===== config.mk =====
export PLATFORM = sky130hd
export DESIGN_NAME = cla_sub_pipe
export DESIGN_NICKNAME = d
export VERILOG_FILES = /design/src/rtl/cla_pkg.sv /design/src/rtl/cla_nibble_sub.sv /design/src/rtl/cla_sub_pipe.sv
export SDC_FILE = /design/constraint.sdc
export NUM_CORES = 1
export LEC_CHECK = 0
export ABC_AREA = 0
export BUFFER_PORTS_ARGS = -buffer_cell sky130_fd_sc_hd__buf_2
export CORE_ASPECT_RATIO = 1.25
export CORE_MARGIN = 1.5
export CORE_UTILIZATION = 50
export CTS_CLUSTER_SIZE = 16
export DETAILED_ROUTE_END_ITERATION = 10
export GPL_TIMING_DRIVEN = 0
export HOLD_SLACK_MARGIN = 0.12
export PLACE_DENSITY = 0.78
export SYNTH_ARGS = -nofsm -noshare
export SYNTH_HDL_FRONTEND = slang
export SYNTH_SLANG_ARGS = --single-unit

===== constraint.sdc =====
create_clock -name clk -period 1.94 [get_ports clk]
set_input_delay 0.194 -clock clk [delete_from_list [all_inputs] [get_ports clk]]
set_output_delay 0.194 -clock clk [all_outputs]
set_load 0.02 [all_outputs]

===== src/rtl/cla_pkg.sv =====
// ----------------------------------------------------------------------------
// cla_pkg
// Shared constants and types for the pipelined lookahead-borrow subtractor.
//   CLA_WIDTH : default operand/result width (even, >= 4)
//   CLA_NIB   : default lookahead group width (must divide CLA_WIDTH/2)
//   s1_rec_t  : payload held between stage 1 and stage 2
// The stage-1 record is sized from CLA_WIDTH, so a different datapath width
// is built by changing the constants here (the top's WIDTH tracks them).
// ----------------------------------------------------------------------------
package cla_pkg;

  localparam int CLA_WIDTH = 8;
  localparam int CLA_NIB   = 4;
  localparam int CLA_HALF  = CLA_WIDTH / 2;

  // Low-half result plus everything stage 2 needs to finish the high half.
  typedef struct packed {
    logic [CLA_HALF-1:0] lo_d;    // low-half difference
    logic                borrow;  // borrow out of the low half
    logic [CLA_HALF-1:0] a_hi;    // high half of the minuend
    logic [CLA_HALF-1:0] b_hi;    // high half of the subtrahend
  } s1_rec_t;

endpackage


===== src/rtl/cla_nibble_sub.sv =====
// ----------------------------------------------------------------------------
// cla_nibble_sub
// Combinational NIB-bit subtractor with lookahead borrow.
//   a, b   : minuend / subtrahend group bits
//   bin    : borrow into the group
//   d      : a - b - bin over the group
//   bout   : borrow out of the group
//   grp_g  : group generate  (group borrows out regardless of bin)
//   grp_p  : group propagate (group passes bin straight through)
// Bit terms: generate = ~a & b, propagate = ~(a ^ b).
// ----------------------------------------------------------------------------
module cla_nibble_sub #(
  parameter int NIB = 4
) (
  input  logic [NIB-1:0] a,
  input  logic [NIB-1:0] b,
  input  logic           bin,
  output logic [NIB-1:0] d,
  output logic           bout,
  output logic           grp_g,
  output logic           grp_p
);

  logic [NIB-1:0] g;
  logic [NIB-1:0] p;
  logic [NIB:0]   br;

  assign g = ~a & b;
  assign p = ~(a ^ b);

  // Group G/P kept in its own block that never reads bin, so the group
  // terms stay independent of the incoming borrow when groups are chained.
  always_comb begin
    grp_g = g[NIB-1];
    grp_p = p[NIB-1];
    for (int j = NIB - 2; j >= 0; j--) begin
      grp_g = grp_g | (grp_p & g[j]);
      grp_p = grp_p & p[j];
    end
  end

  // Every internal borrow is expanded as a flat sum of products from the
  // bit G/P terms and bin, rather than rippling through the previous bit.
  always_comb begin : b_borrow
    logic gg;
    logic pp;
    br[0] = bin;
    for (int i = 0; i < NIB; i++) begin
      gg = g[i];
      pp = p[i];
      for (int j = i - 1; j >= 0; j--) begin
        gg = gg | (pp & g[j]);
        pp = pp & p[j];
      end
      br[i+1] = gg | (pp & bin);
    end
  end

  assign d    = a ^ b ^ br[NIB-1:0];
  assign bout = br[NIB];

endmodule


===== src/rtl/cla_sub_pipe.sv =====
// ----------------------------------------------------------------------------
// cla_sub_pipe
// Two-stage pipelined subtractor d = a - b - bin (mod 2^WIDTH) with
// valid/ready handshakes on both sides.
//   clk, rst             : clock, synchronous active-high reset
//   in_valid / in_ready  : operand handshake (a, b, bin)
//   out_valid / out_ready: result handshake (d, bout, ovf)
//   bout                 : 1 iff unsigned a < b + bin
//   ovf                  : two's-complement overflow of the subtraction
// Stage 1 resolves the low half; stage 2 resolves the high half using the
// registered low-half borrow. Each half is split into NIB-bit lookahead groups.
// ----------------------------------------------------------------------------
module cla_sub_pipe
  import cla_pkg::*;
#(
  parameter int WIDTH = CLA_WIDTH,
  parameter int NIB   = CLA_NIB
) (
  input  logic             clk,
  input  logic             rst,
  input  logic             in_valid,
  output logic             in_ready,
  input  logic [WIDTH-1:0] a,
  input  logic [WIDTH-1:0] b,
  input  logic             bin,
  output logic             out_valid,
  input  logic             out_ready,
  output logic [WIDTH-1:0] d,
  output logic             bout,
  output logic             ovf
);

  localparam int HALF = WIDTH / 2;
  localparam int NGRP = HALF / NIB;

  // ---------------- handshake / stage control ----------------
  logic    s1_valid;
  logic    s2_valid;
  s1_rec_t s1_q;
  logic    s2_free;   // stage 2 can take a new entry this cycle
  logic    s1_move;   // stage 1 hands its entry to stage 2
  logic    in_xfer;

  assign s2_free   = ~s2_valid | out_ready;
  assign s1_move   = s1_valid & s2_free;
  assign in_ready  = ~rst & (~s1_valid | s2_free);
  assign in_xfer   = in_valid & in_ready;
  assign out_valid = s2_valid;

  // ---------------- stage 1: low half ----------------
  logic [HALF-1:0] lo_d;
  logic [NGRP-1:0] lo_g, lo_p, lo_bout, lo_cin;
  logic            lo_borrow;

  // Group-level lookahead: each group's borrow-in comes from the lower
  // groups' G/P, so the groups do not wait on each other's internal chains.
  always_comb begin : b_lo_chain
    logic c;
    c = bin;
    for (int k = 0; k < NGRP; k++) begin
      lo_cin[k] = c;
      c         = lo_g[k] | (lo_p[k] & c);
    end
    lo_borrow = c;
  end

  for (genvar k = 0; k < NGRP; k++) begin : g_lo
    cla_nibble_sub #(.NIB(NIB)) u_nib (
      .a     (a[k*NIB +: NIB]),
      .b     (b[k*NIB +: NIB]),
      .bin   (lo_cin[k]),
      .d     (lo_d[k*NIB +: NIB]),
      .bout  (lo_bout[k]),
      .grp_g (lo_g[k]),
      .grp_p (lo_p[k])
    );
  end

  // ---------------- stage 2: high half ----------------
  logic [HALF-1:0] hi_d;
  logic [NGRP-1:0] hi_g, hi_p, hi_bout, hi_cin;
  logic            hi_borrow;
  logic            ovf_n;

  always_comb begin : b_hi_chain
    logic c;
    c = s1_q.borrow;
    for (int k = 0; k < NGRP; k++) begin
      hi_cin[k] = c;
      c         = hi_g[k] | (hi_p[k] & c);
    end
    hi_borrow = c;
  end

  for (genvar k = 0; k < NGRP; k++) begin : g_hi
    cla_nibble_sub #(.NIB(NIB)) u_nib (
      .a     (s1_q.a_hi[k*NIB +: NIB]),
      .b     (s1_q.b_hi[k*NIB +: NIB]),
      .bin   (hi_cin[k]),
      .d     (hi_d[k*NIB +: NIB]),
      .bout  (hi_bout[k]),
      .grp_g (hi_g[k]),
      .grp_p (hi_p[k])
    );
  end

  // The per-group bout equals the chained G/P result above; chaining on G/P
  // keeps the group borrows parallel, so the nibble bouts are left unread.
  logic unused_bout;
  assign unused_bout = ^{lo_bout, hi_bout};

  // Operands of differing sign overflow when the result's sign leaves a's.
  assign ovf_n = (s1_q.a_hi[HALF-1] != s1_q.b_hi[HALF-1]) &
                 (hi_d[HALF-1] != s1_q.a_hi[HALF-1]);

  // ---------------- registers ----------------
  always_ff @(posedge clk) begin
    if (rst) begin
      s1_valid <= 1'b0;
      s2_valid <= 1'b0;
      d        <= '0;
      bout     <= 1'b0;
      ovf      <= 1'b0;
    end else begin
      if (in_ready) s1_valid <= in_valid;
      if (s2_free)  s2_valid <= s1_valid;
      // Outputs only change when a new entry lands, so a stalled result holds.
      if (s1_move) begin
        d    <= {hi_d, s1_q.lo_d};
        bout <= hi_borrow;
        ovf  <= ovf_n;
      end
    end
  end

  // NOTE: the stage-1 payload has no reset; it is only read while s1_valid
  // is set, and the valid bit is what reset clears.
  always_ff @(posedge clk) begin
    if (in_xfer) begin
      s1_q.lo_d   <= lo_d;
      s1_q.borrow <= lo_borrow;
      s1_q.a_hi   <= a[WIDTH-1:HALF];
      s1_q.b_hi   <= b[WIDTH-1:HALF];
    end
  end

endmodule


==> flow_summary_export.csv <==
group,metric,value,unit
place,dpl.hpwl,1580,µm
timing,fin_crit,1.62,ns
route,ant_nets,0,
timing,rsz0062_at_grt,"false",
grt,antenna_found_initial,0,
grt,grt_max_degree,15,
clocking,cts.sinks,25,
yosys,ys_types,26,
power_and_ir_drop,finalPower,0.00103,W
flow_run,maxCapViolations,0,
finish,syn_to_final_growth,28.2,%
yosys,synth_seq_area_share,0.545,
yosys,synth_area_per_cell,11.4,µm²
grt,grt_util_all_layers,0.200,
finish,final_util,0.678,
die,initial_utilization,0.529,
timing,period_share,0.834,
timing,setup_violations,0,
route,routed_wl,2170,µm
yosys,yosysWarnings,0,
die,rows,19,
grt,grt_pass1_vias,898,
clocking,ctsHtreeMaxLevel,1,
yosys,async_flop_share,0,
die,die_area,0.00261,mm²
timing,timing.fmax,618,MHz
clocking,cts_setup_buffers,0,
clocking,hold_buffers,10,
finish,fillers,195,
finish,postLayoutCellArea,0.00148,mm²
yosys,synthCells,101,
route,drt_iter0_markers,9,
clocking,clockBufferDepth,2,
timing,setup_tns,0,ns
clocking,clk_pin_slew,0.14,ns
clocking,cts_resized,0,
route,avgViaCountPerCell,4.76,
yosys,synth_area,0.00116,mm²
clocking,cts_root_buf,"clkbuf_4",
grt,grt_remaining_overflow,0,
place,gp_congestion,0.740,
yosys,synth-seq-cells,25,
worst_hold_path,hold_path_class,"in2reg",
die,io-pin-count,33,
route,first_pass_iters,4,
die,die_h,56.8,µm
timing,finClkSkew,0.00638,ns
worst_setup_path,setup.worst_path.end_class,"flop",
die,coreArea,0.00219,mm²
worst_setup_path,critPathKind,"in2reg",
worst_setup_path,worstPathArrival,1.58,ns
route,vias,847,
timing,fin_ws,0.323,ns
place,dp_slack,0.288,ns
finish,mostFrequentLayoutCells,"buf_2, edfxtp_1, inv_1, dfxtp_1",
outcome,outcome,"finished, final reports clean",
timing,worst_pin_slew,0.628,ns
power_and_ir_drop,peakVddDrop,0.527,mV
finish,nets,179,
die,die_width,46.0,µm
clocking,cts_buffers,3,
worst_setup_path,crit_required,1.90,ns
clocking,clkLatencyLatePin,0.31,ns
power_and_ir_drop,p_leak,0.681,nW
place,post_dp_cell_area,0.00136,mm²
finish,diodes,0,
grt,grt_pass1_wl,3690,µm
timing,slew_viol_final,0,
timing,maxSlewHeadroom,0.581,
timing,hold_violations,0,
worst_setup_path,crit_path_max_fanout,13,
clocking,cts_tree,"yes",
power_and_ir_drop,p_per_area,694,mW/mm²
place,port-buffer-count,32,
finish,final_common_cell,"buf_2",
route,wl_per_cell,12.2,µm
route,drc,0,
finish,drive_gt1_frac,0.293,
yosys,synthFlopType,"edfxtp_1",
worst_setup_path,critical_path.startpoint_type,"input pin",
yosys,synth_edf_count,13,
yosys,synthesis.nets,132,
[where the power goes]
part,internal [W],switching [W]
clock network,0.0000770,0.000152
registers,0.000592,0.0000132
logic,0.0000906,0.000103
[metal layers]
layer,routed length (µm),vias to the layer above,GRT usage
li1,-,435,-
met2,1240,21,0.371
met3,70,2,0.0450
met4,25,0,0.0735
met1,833,389,0.201
met5,0,-,0
[cell usage after synthesis, types with 3 or more instances]
| cell | n | area (µm²) |
|---|---|---|
| a21o_1 | 3 | 22.5 |
| a21oi_1 | 10 | 50.1 |
| dfxtp_1 | 12 | 240 |
| edfxtp_1 | 13 | 390 |
| ha_1 | 8 | 100 |
| inv_1 | 12 | 45.0 |
| nand2_1 | 10 | 37.5 |
| nor2_1 | 7 | 26.3 |
| xnor2_1 | 5 | 43.8 |
[critical path, cell delays in order]
cell and delay, ns:
dlygate4sd3_1 0.54, buf_2 0.15, a21oi_1 0.14, and2_1 0.55
[cells by family after synthesis]
logic type | Yosys count | synth area share
XOR/XNOR | 7 | 0.0530
adder cells (fa/ha/maj) | 10 | 0.121
AO/OA/AOI/OAI | 21 | 0.133
AND/OR/NAND/NOR | 23 | 0.0942
buffers and inverters | 15 | 0.0530
flip-flops | 25 | 0.545
[worst paths after layout]
path / from / to / slack [ns] / cells after the start
worst max-delay path: rst / s1_q[4] / 0.32 / 4
worst min-delay path: out_ready / out_valid / 0.18 / 4
worst max register to register: s1_q[2] / d[7] / 0.34 / 5
worst min register to register: d[5] / d[5] / 0.47 / 2
[cell type report]
cell class | instances | area (µm²) | share of cell area
repair buffers | 42 | 260 | 0.176
multi-input cells | 61 | 464 | 0.313
clock inverters | 1 | 5.00 | 0.00338
clock buffers | 3 | 22.5 | 0.0152
flip-flops and latches | 25 | 631 | 0.425
plain buffers | 3 | 16.3 | 0.0110
well taps | 31 | 38.8 | 0.0262
inverters | 12 | 45.0 | 0.0304
[sequential cells by signal (all words and copies together), names as in the netlist]
| name | cells |
|---|---|
| bout | 1 |
| d | 8 |
| hi_cin | 1 |
| out_valid | 1 |
| ovf | 1 |
| s1_q | 12 |
| s1_valid | 1 |
[metrics by stage]
stage,std cells,hold slack (ns)
after CTS,178,0.175
after floorplan,101,0.273
after global placement,164,0.371
after detailed placement,164,0.372
after global routing,178,0.207
final,178,0.177
(Power assumes the default switching activity.)
